`config.mk`:
```
export PLATFORM = sky130hd
export DESIGN_NAME = mips_io_port
export DESIGN_NICKNAME = d
export VERILOG_FILES = /design/src/rtl/mips_io_pkg.sv /design/src/rtl/io_sync_edge.sv /design/src/rtl/mips_io_port.sv
export SDC_FILE = /design/constraint.sdc
export NUM_CORES = 1
export LEC_CHECK = 0
export ABC_AREA = 1
export BUFFER_PORTS_ARGS = -buffer_cell sky130_fd_sc_hd__buf_4
export CAP_MARGIN = 20
export CORE_MARGIN = 1
export CORE_UTILIZATION = 32
export CTS_CLUSTER_SIZE = 20
export DETAILED_ROUTE_END_ITERATION = 8
export PLACE_DENSITY = 0.69
export SETUP_SLACK_MARGIN = 0.4
export SLEW_MARGIN = 0
export SYNTH_ARGS = -nofsm -noshare
export SYNTH_HDL_FRONTEND = slang
export SYNTH_SLANG_ARGS = --single-unit
```
`constraint.sdc`:
```
create_clock -name clk -period 4.4 [get_ports clk]
set_input_delay 0.88 -clock clk [delete_from_list [all_inputs] [get_ports clk]]
set_output_delay 0.88 -clock clk [all_outputs]
set_load 0.02 [all_outputs]
```
`src/rtl/mips_io_pkg.sv`:
```
// Shared register-map constants for the memory-mapped I/O port.
package mips_io_pkg;

    typedef enum logic [1:0] {
        OFF_PORT_OUT = 2'd0,
        OFF_PORT_IN  = 2'd1,
        OFF_STATUS   = 2'd2,
        OFF_CTRL     = 2'd3
    } regOff_e;

    localparam int unsigned ST_VALID    = 0;
    localparam int unsigned ST_CHG      = 1;
    localparam int unsigned ST_OVF      = 2;
    localparam int unsigned CTRL_IRQ_EN = 0;

endpackage

```
`src/rtl/io_sync_edge.sv`:
```
// Two-flop synchronizer for the external input plus a change detector
// comparing the synchronized value with its previous sample.
module io_sync_edge #(
    parameter int unsigned IN_WIDTH = 8
) (
    input  logic                clk,
    input  logic                reset,
    input  logic [IN_WIDTH-1:0] asyncIn,
    output logic [IN_WIDTH-1:0] syncIn,
    output logic                changePulse
);

    logic [IN_WIDTH-1:0] sync1;
    logic [IN_WIDTH-1:0] prevIn;

    always_ff @(posedge clk) begin
        if (reset) begin
            sync1  <= '0;
            syncIn <= '0;
            prevIn <= '0;
        end else begin
            sync1  <= asyncIn;
            syncIn <= sync1;
            prevIn <= syncIn;
        end
    end

    // High for exactly one cycle after syncIn takes a new value.
    assign changePulse = (syncIn != prevIn);

endmodule

```
`src/rtl/mips_io_port.sv`:
```
// Memory-mapped I/O port on the MIPS data bus: valid/ready output register,
// synchronized input sample, sticky status bits and an input-change interrupt.
module mips_io_port
    import mips_io_pkg::*;
#(
    parameter logic [31:0] BASE_ADDR = 32'h1001_0000,
    parameter int unsigned IN_WIDTH  = 8,
    parameter int unsigned OUT_WIDTH = 32
) (
    input  logic                 clk,
    input  logic                 reset,
    input  logic [31:0]          mem_addr_i,
    input  logic [31:0]          mem_wdata_i,
    input  logic                 mem_write_i,
    input  logic                 mem_read_i,
    output logic [31:0]          mem_rdata_o,
    output logic                 sel_o,
    input  logic [IN_WIDTH-1:0]  port_in_i,
    output logic [OUT_WIDTH-1:0] port_out_o,
    output logic                 out_valid_o,
    input  logic                 out_ready_i,
    output logic                 irq_o
);

    logic [IN_WIDTH-1:0] syncIn;
    logic                changePulse;
    logic                inChanged;
    logic                overflow;
    logic                irqEn;
    logic [1:0]          regOff;
    logic                wrEn;
    logic                rdEn;
    logic                outWrite;
    logic                statusWrite;
    logic                ctrlWrite;
    logic                transfer;
    logic [31:0]         statusWord;
    logic                unusedAddrBits;

    io_sync_edge #(
        .IN_WIDTH(IN_WIDTH)
    ) uSyncEdge (
        .clk        (clk),
        .reset      (reset),
        .asyncIn    (port_in_i),
        .syncIn     (syncIn),
        .changePulse(changePulse)
    );

    assign unusedAddrBits = ^mem_addr_i[1:0];

    assign sel_o       = (mem_addr_i[31:4] == BASE_ADDR[31:4]);
    assign regOff      = mem_addr_i[3:2];
    assign wrEn        = sel_o & mem_write_i;
    assign rdEn        = sel_o & mem_read_i;
    assign outWrite    = wrEn & (regOff == OFF_PORT_OUT);
    assign statusWrite = wrEn & (regOff == OFF_STATUS);
    assign ctrlWrite   = wrEn & (regOff == OFF_CTRL);
    assign transfer    = out_valid_o & out_ready_i;

    always_ff @(posedge clk) begin
        if (reset) begin
            port_out_o  <= '0;
            out_valid_o <= 1'b0;
            inChanged   <= 1'b0;
            overflow    <= 1'b0;
            irqEn       <= 1'b0;
        end else begin
            if (outWrite) begin
                port_out_o  <= OUT_WIDTH'(mem_wdata_i);
                out_valid_o <= 1'b1;
            end else if (transfer) begin
                out_valid_o <= 1'b0;
            end
            // Set conditions are OR'ed after the W1C mask so a same-edge set wins.
            inChanged <= changePulse |
                         (inChanged & ~(statusWrite & mem_wdata_i[ST_CHG]));
            overflow  <= (outWrite & out_valid_o & ~out_ready_i) |
                         (overflow & ~(statusWrite & mem_wdata_i[ST_OVF]));
            if (ctrlWrite) begin
                irqEn <= mem_wdata_i[CTRL_IRQ_EN];
            end
        end
    end

    always_comb begin
        statusWord           = '0;
        statusWord[ST_VALID] = out_valid_o;
        statusWord[ST_CHG]   = inChanged;
        statusWord[ST_OVF]   = overflow;
    end

    always_comb begin
        mem_rdata_o = '0;
        if (rdEn) begin
            unique case (regOff)
                OFF_PORT_OUT: mem_rdata_o = 32'(port_out_o);
                OFF_PORT_IN:  mem_rdata_o = 32'(syncIn);
                OFF_STATUS:   mem_rdata_o = statusWord;
                OFF_CTRL:     mem_rdata_o[CTRL_IRQ_EN] = irqEn;
                default:      mem_rdata_o = '0;
            endcase
        end
    end

    assign irq_o = irqEn & inChanged;

endmodule

```
[After elaboration in Yosys (flattened, before gate mapping)]
Cells that the tools add are included.
Operators by class
  reductions and logical operators: 2
  multiplexer cells: 5
  bitwise operators: 18
  equality and inequality tests: 5
Operator list (number)
  31-bit one-hot mux with 3 select lines: 1
  32-bit two-way mux: 1
  28-bit by 25-bit == test with 1-bit output, second input constant: 1
  1-bit bitwise AND: 13
  8-bit inequality test: 1
  2-bit == test, second input constant: 2
  1-bit one-hot mux with 4 select lines: 1
  1-bit inverter: 3
  2-bit by 1-bit == test with 1-bit output, second input constant: 1
  2-bit logical NOT: 1
  1-bit two-way mux: 2
  1-bit bitwise OR: 2
  2-bit nonzero test: 1
Storage, ports and cells
  output and inout port bits: 67
  logic and storage cells: 38
  register bits: 60
  input bits: 77

[Logic depth before layout (Yosys ltp)]
  word-level depth: 7
  gate-level depth with buffers: 11
  gate-level depth less buffers: 10

[Modules after synthesis]
Synthesis repeated with hierarchy kept, for this count alone.
Second synthesis, totals
  cell total of the unflattened synthesis: 379
  area, all modules: 2560.0 µm²
By module, submodules not included
  mips_io_port: area each 1761.7 µm², cells an instance 281, sequential area each 720.7 µm², times used 1
  io_sync_edge: area each 798.3 µm², cells an instance 98, sequential area each 480.5 µm², times used 1

[Worst setup path before layout]
OpenSTA, ideal clock, no wires.
  path kind: input-to-output
  start point: in mem_addr_i[31]
  end point: out mem_rdata_o[4]
  data required time: 3.520 ns
  path buffers: 1
  path slack: 1.272 ns
  arrival: 2.248 ns
  stages: 7
  cells stage by stage: or2_0 > nor2_1 > nand2_1 > nor2_4 > nand2_1 > clkbuf_1 > a21oi_1
Between the ends
  word-level cells in the longest chain between the ends: 3
RTL lines
  start: declaration: RTL line mips_io_port.sv:12  | input logic [31:0] mem_addr_i,
  28-bit by 25-bit == test with 1-bit output: RTL line mips_io_port.sv:52  | assign sel_o = (mem_addr_i[31:4] == BASE_ADDR[31:4]);
  named net sel_o: RTL line mips_io_port.sv:17  | output logic sel_o,
  1-bit bitwise AND: RTL line mips_io_port.sv:55  | assign rdEn = sel_o & mem_read_i;
  32-bit two-way mux: RTL line mips_io_port.sv:95  | if (rdEn) begin
  end: declaration: RTL line mips_io_port.sv:16  | output logic [31:0] mem_rdata_o,
The timed path passes the listed nets, and every way through them passes these cells.

[Final worst setup path]
  start point: in mem_addr_i[31]
  end point: out mem_rdata_o[22]
Between the ends
  word-level cells in the longest chain between the ends: 3
RTL lines (RTL line)
  28-bit by 25-bit == test with 1-bit output: mips_io_port.sv:52
  1-bit bitwise AND: mips_io_port.sv:55
  32-bit two-way mux: mips_io_port.sv:95
No other way between the ends.

==> impl_metrics.tcl <==
set metrics [dict create \
    hold_class "register to register" \
    overflow 0 \
    p_total_mw 1.19 \
    synth_area_leader_cell "dfxtp_1" \
    clkTransAtPathRegs_ns 0.07 \
    worstSkewPairLatency_ns 0.33 \
    clockBufferDepth 2 \
    io_pins 144 \
    initial_core_util_pct 32.9 \
    slowest_delay_ns 0.38 \
    netlist_instances 370 \
    die-area_mm2 0.00825 \
    grt_pass1_wl_mm 11.9 \
    leakage_nw 1.67 \
    syn_area_mm2 0.00253 \
    critPathKind "input pin to output pin" \
    ys_warn_count 0 \
    grt-busiest-layer "met2" \
    fin_setup_tns_ns 0 \
    status "completed" \
    ctsRootBufferMaster "clkbuf_8" \
    crit_path_cell_trace "buf_4 -> or2_0 -> nor2_1 -> nand2_1 -> nor2_4 -> nand2_1 -> buf_4 -> nor2_1 -> buf_4" \
    cts_sinks 60 \
    slowest_stage "nand2_1" \
    p_per_area_mw_per_mm2 308 \
    grtUsageMet2_pct 31.6 \
    gp_congestion 0.785 \
    async_flop_share_pct 0 \
    crit_family "simple AND/OR/NAND/NOR gates" \
    report.final.slew_viol_count 0 \
    postCtsSetupRepairBufs 0 \
    fmax_ghz 0.286 \
    ys_seq_area_share_pct 47.5 \
    die_h_um 90.9 \
    wl_per_cell_um 11.3 \
    relSlewSlack_pct 59.1 \
    vias 2687 \
    clock-skew-final_ns 0.00386 \
    route.detailed.drc 0 \
    core_area_mm2 0.00769 \
    synth_top_area_share_pct 47.5 \
    cts-htree-levels 3 \
    crit_buf_inv 3 \
    cts_tree "yes" \
    critPathMaxFanout 20 \
    hold_violations 0 \
    worst_pin_slew_ns 0.613 \
    ff2ff_path_depth 5 \
    grt_max_degree 61 \
    yosys-top-cells-area "dfxtp_1, nand2_1, nor2_1" \
    grt_setup_unrepaired "no" \
    setup_viol 0 \
    num_antenna_cells 0 \
    grt_use_met1_pct 19.9 \
    postCtsHoldBufs 0 \
    synth_edf_count 0 \
    cp-startpoint "mem_addr_i[31]" \
    hold_ws_ns 0.402 \
    grt_usage_pct 18.0 \
    antenna_found_initial 0 \
    crit_path_frequent_cell "buf_4" \
    first_pass_iters 4 \
    yosysMostFrequentCell "nand2_1" \
    synthFlopType "dfxtp_1" \
    path_depth 9 \
    ant_nets 0 \
    min-delay-start "uSyncEdge.sync1[5]" \
    synthTopCellsByCount "nand2_1, nor2_1, dfxtp_1" \
    r2r-start "uSyncEdge.syncIn[7]" \
    syn_nets 447 \
    endpoint "mem_rdata_o[22]" \
    routed_wl_mm 6.89 \
    numCtsBuffers 9 \
    grt_pass1_vias 2636 \
    fin_nets 582 \
    viasPerCell 4.39 \
    cp.arrival_ns 2.62 \
    period_share_pct 79.5 \
    synth-seq-cells 60 \
    required_ns 3.52 \
    dp_hpwl_mm 4.85 \
    period_needed_ns 3.50 \
    cap_violations 0 \
    dr.first_iter.drc_count 111 \
    std_cell_rows 32 \
    startpoint_type "input pin" \
    synth.distinct_cells 19 \
    grt_use_met3_pct 6.57 \
    fillers 765 \
    synth_area_per_cell_um2 6.83 \
    vdd_drop_max_uv 258 \
    worstReg2RegEnd "inChanged" \
    drive_gt1_share_pct 32.7 \
    area_delta_synth_final_pct 52.8 \
    r2r_setup_slack_ns 3.27 \
    port_buffers 141 \
    endpoint_kind "output pin" \
    ctsResizeCount 0 \
    die-width_um 90.9 \
]
metrics by stage:
stage	setup slack (ns)	instances	utilization [%]	area [um2]
final	0.902	612	50.2	3860
after global routing	0.626	612	50.2	3860
after CTS	0.887	612	50.2	3860
after detailed placement	0.881	596	47.3	3640
after global placement	0.915	596	47.3	3640
after floorplan	1.27	370	-	2530
logic make-up after synthesis:
family | count (synthesis) | share of synthesized area, %
AO/OA/AOI/OAI | 45 | 9.21
AND/OR/NAND/NOR | 209 | 33.2
XOR/XNOR | 4 | 1.39
flip-flops | 60 | 47.5
buffers and inverters | 52 | 8.67
registers in the layout, indices dropped and copies added, names as in the netlist:
signal	cells
port_out_o	32
uSyncEdge.prevIn	8
uSyncEdge.sync1	8
uSyncEdge.syncIn	8
inChanged	1
irqEn	1
out_valid_o	1
overflow	1
tightest hold or removal path: cells and delay by family (launching register included):
kind                   cells  cell delay, ns
buffers and inverters      1            0.04
and+or+nand+nor            1            0.03
DFF                        1            0.30
metal layers:
| metal | routed length (um) | vias up |
|---|---|---|
| li1 | - | 1404 |
| met3 | 440 | 14 |
| met5 | 0 | - |
| met1 | 2970 | 1171 |
| met4 | 126 | 0 |
| met2 | 3350 | 98 |
layout make-up:
class | instances | area (um2) | share of cell area, %
sequential | 60 | 1200 | 31.1
multi-input combinational | 258 | 1110 | 28.7
timing repair buffer | 143 | 1070 | 27.8
tap | 102 | 128 | 3.31
inverter | 33 | 125 | 3.24
clock buffer | 9 | 124 | 3.21
clock inverter | 7 | 101 | 2.62
worst min-delay path by stage:
stage / endpoint / slack [ns] / cells after the start
after floorplan: uSyncEdge.syncIn[0] / 0.39 / 2
after global placement: uSyncEdge.syncIn[3] / 0.39 / 2
after detailed placement: uSyncEdge.syncIn[5] / 0.39 / 2
after CTS: uSyncEdge.syncIn[5] / 0.40 / 2
after global routing: uSyncEdge.syncIn[7] / 0.42 / 2
final: uSyncEdge.syncIn[5] / 0.40 / 2
where the power goes:
part | total (mW) | switching, mW | internal, mW | leakage [nW]
logic | 0.0909 | 0.0380 | 0.0529 | 1.07
registers | 0.557 | 0.00405 | 0.553 | 0.488
clock network | 0.541 | 0.220 | 0.321 | 0.106
placed cells by master (no fill, tap or decap):
cell type,synthesis,final
buf_4,0,143
nand2_1,123,123
nor2_1,70,69
dfxtp_1,60,60
a21oi_1,42,42
inv_1,32,32
clkbuf_8,0,9
nand4_1,7,7
or2_2,4,4
xnor2_1,4,4
clkinv_4,0,3
bufinv_16,0,2
clkinvlp_4,0,2
nor2_2,0,1
or2_0,1,1
nor2_4,1,1
a221oi_1,1,1
a31oi_1,1,1
o211ai_1,1,1
nand3_4,1,1
clkinv_2,1,1
nor3_1,1,1
nand3_1,1,1
No activity file was read; power rests on OpenSTA's default activity.
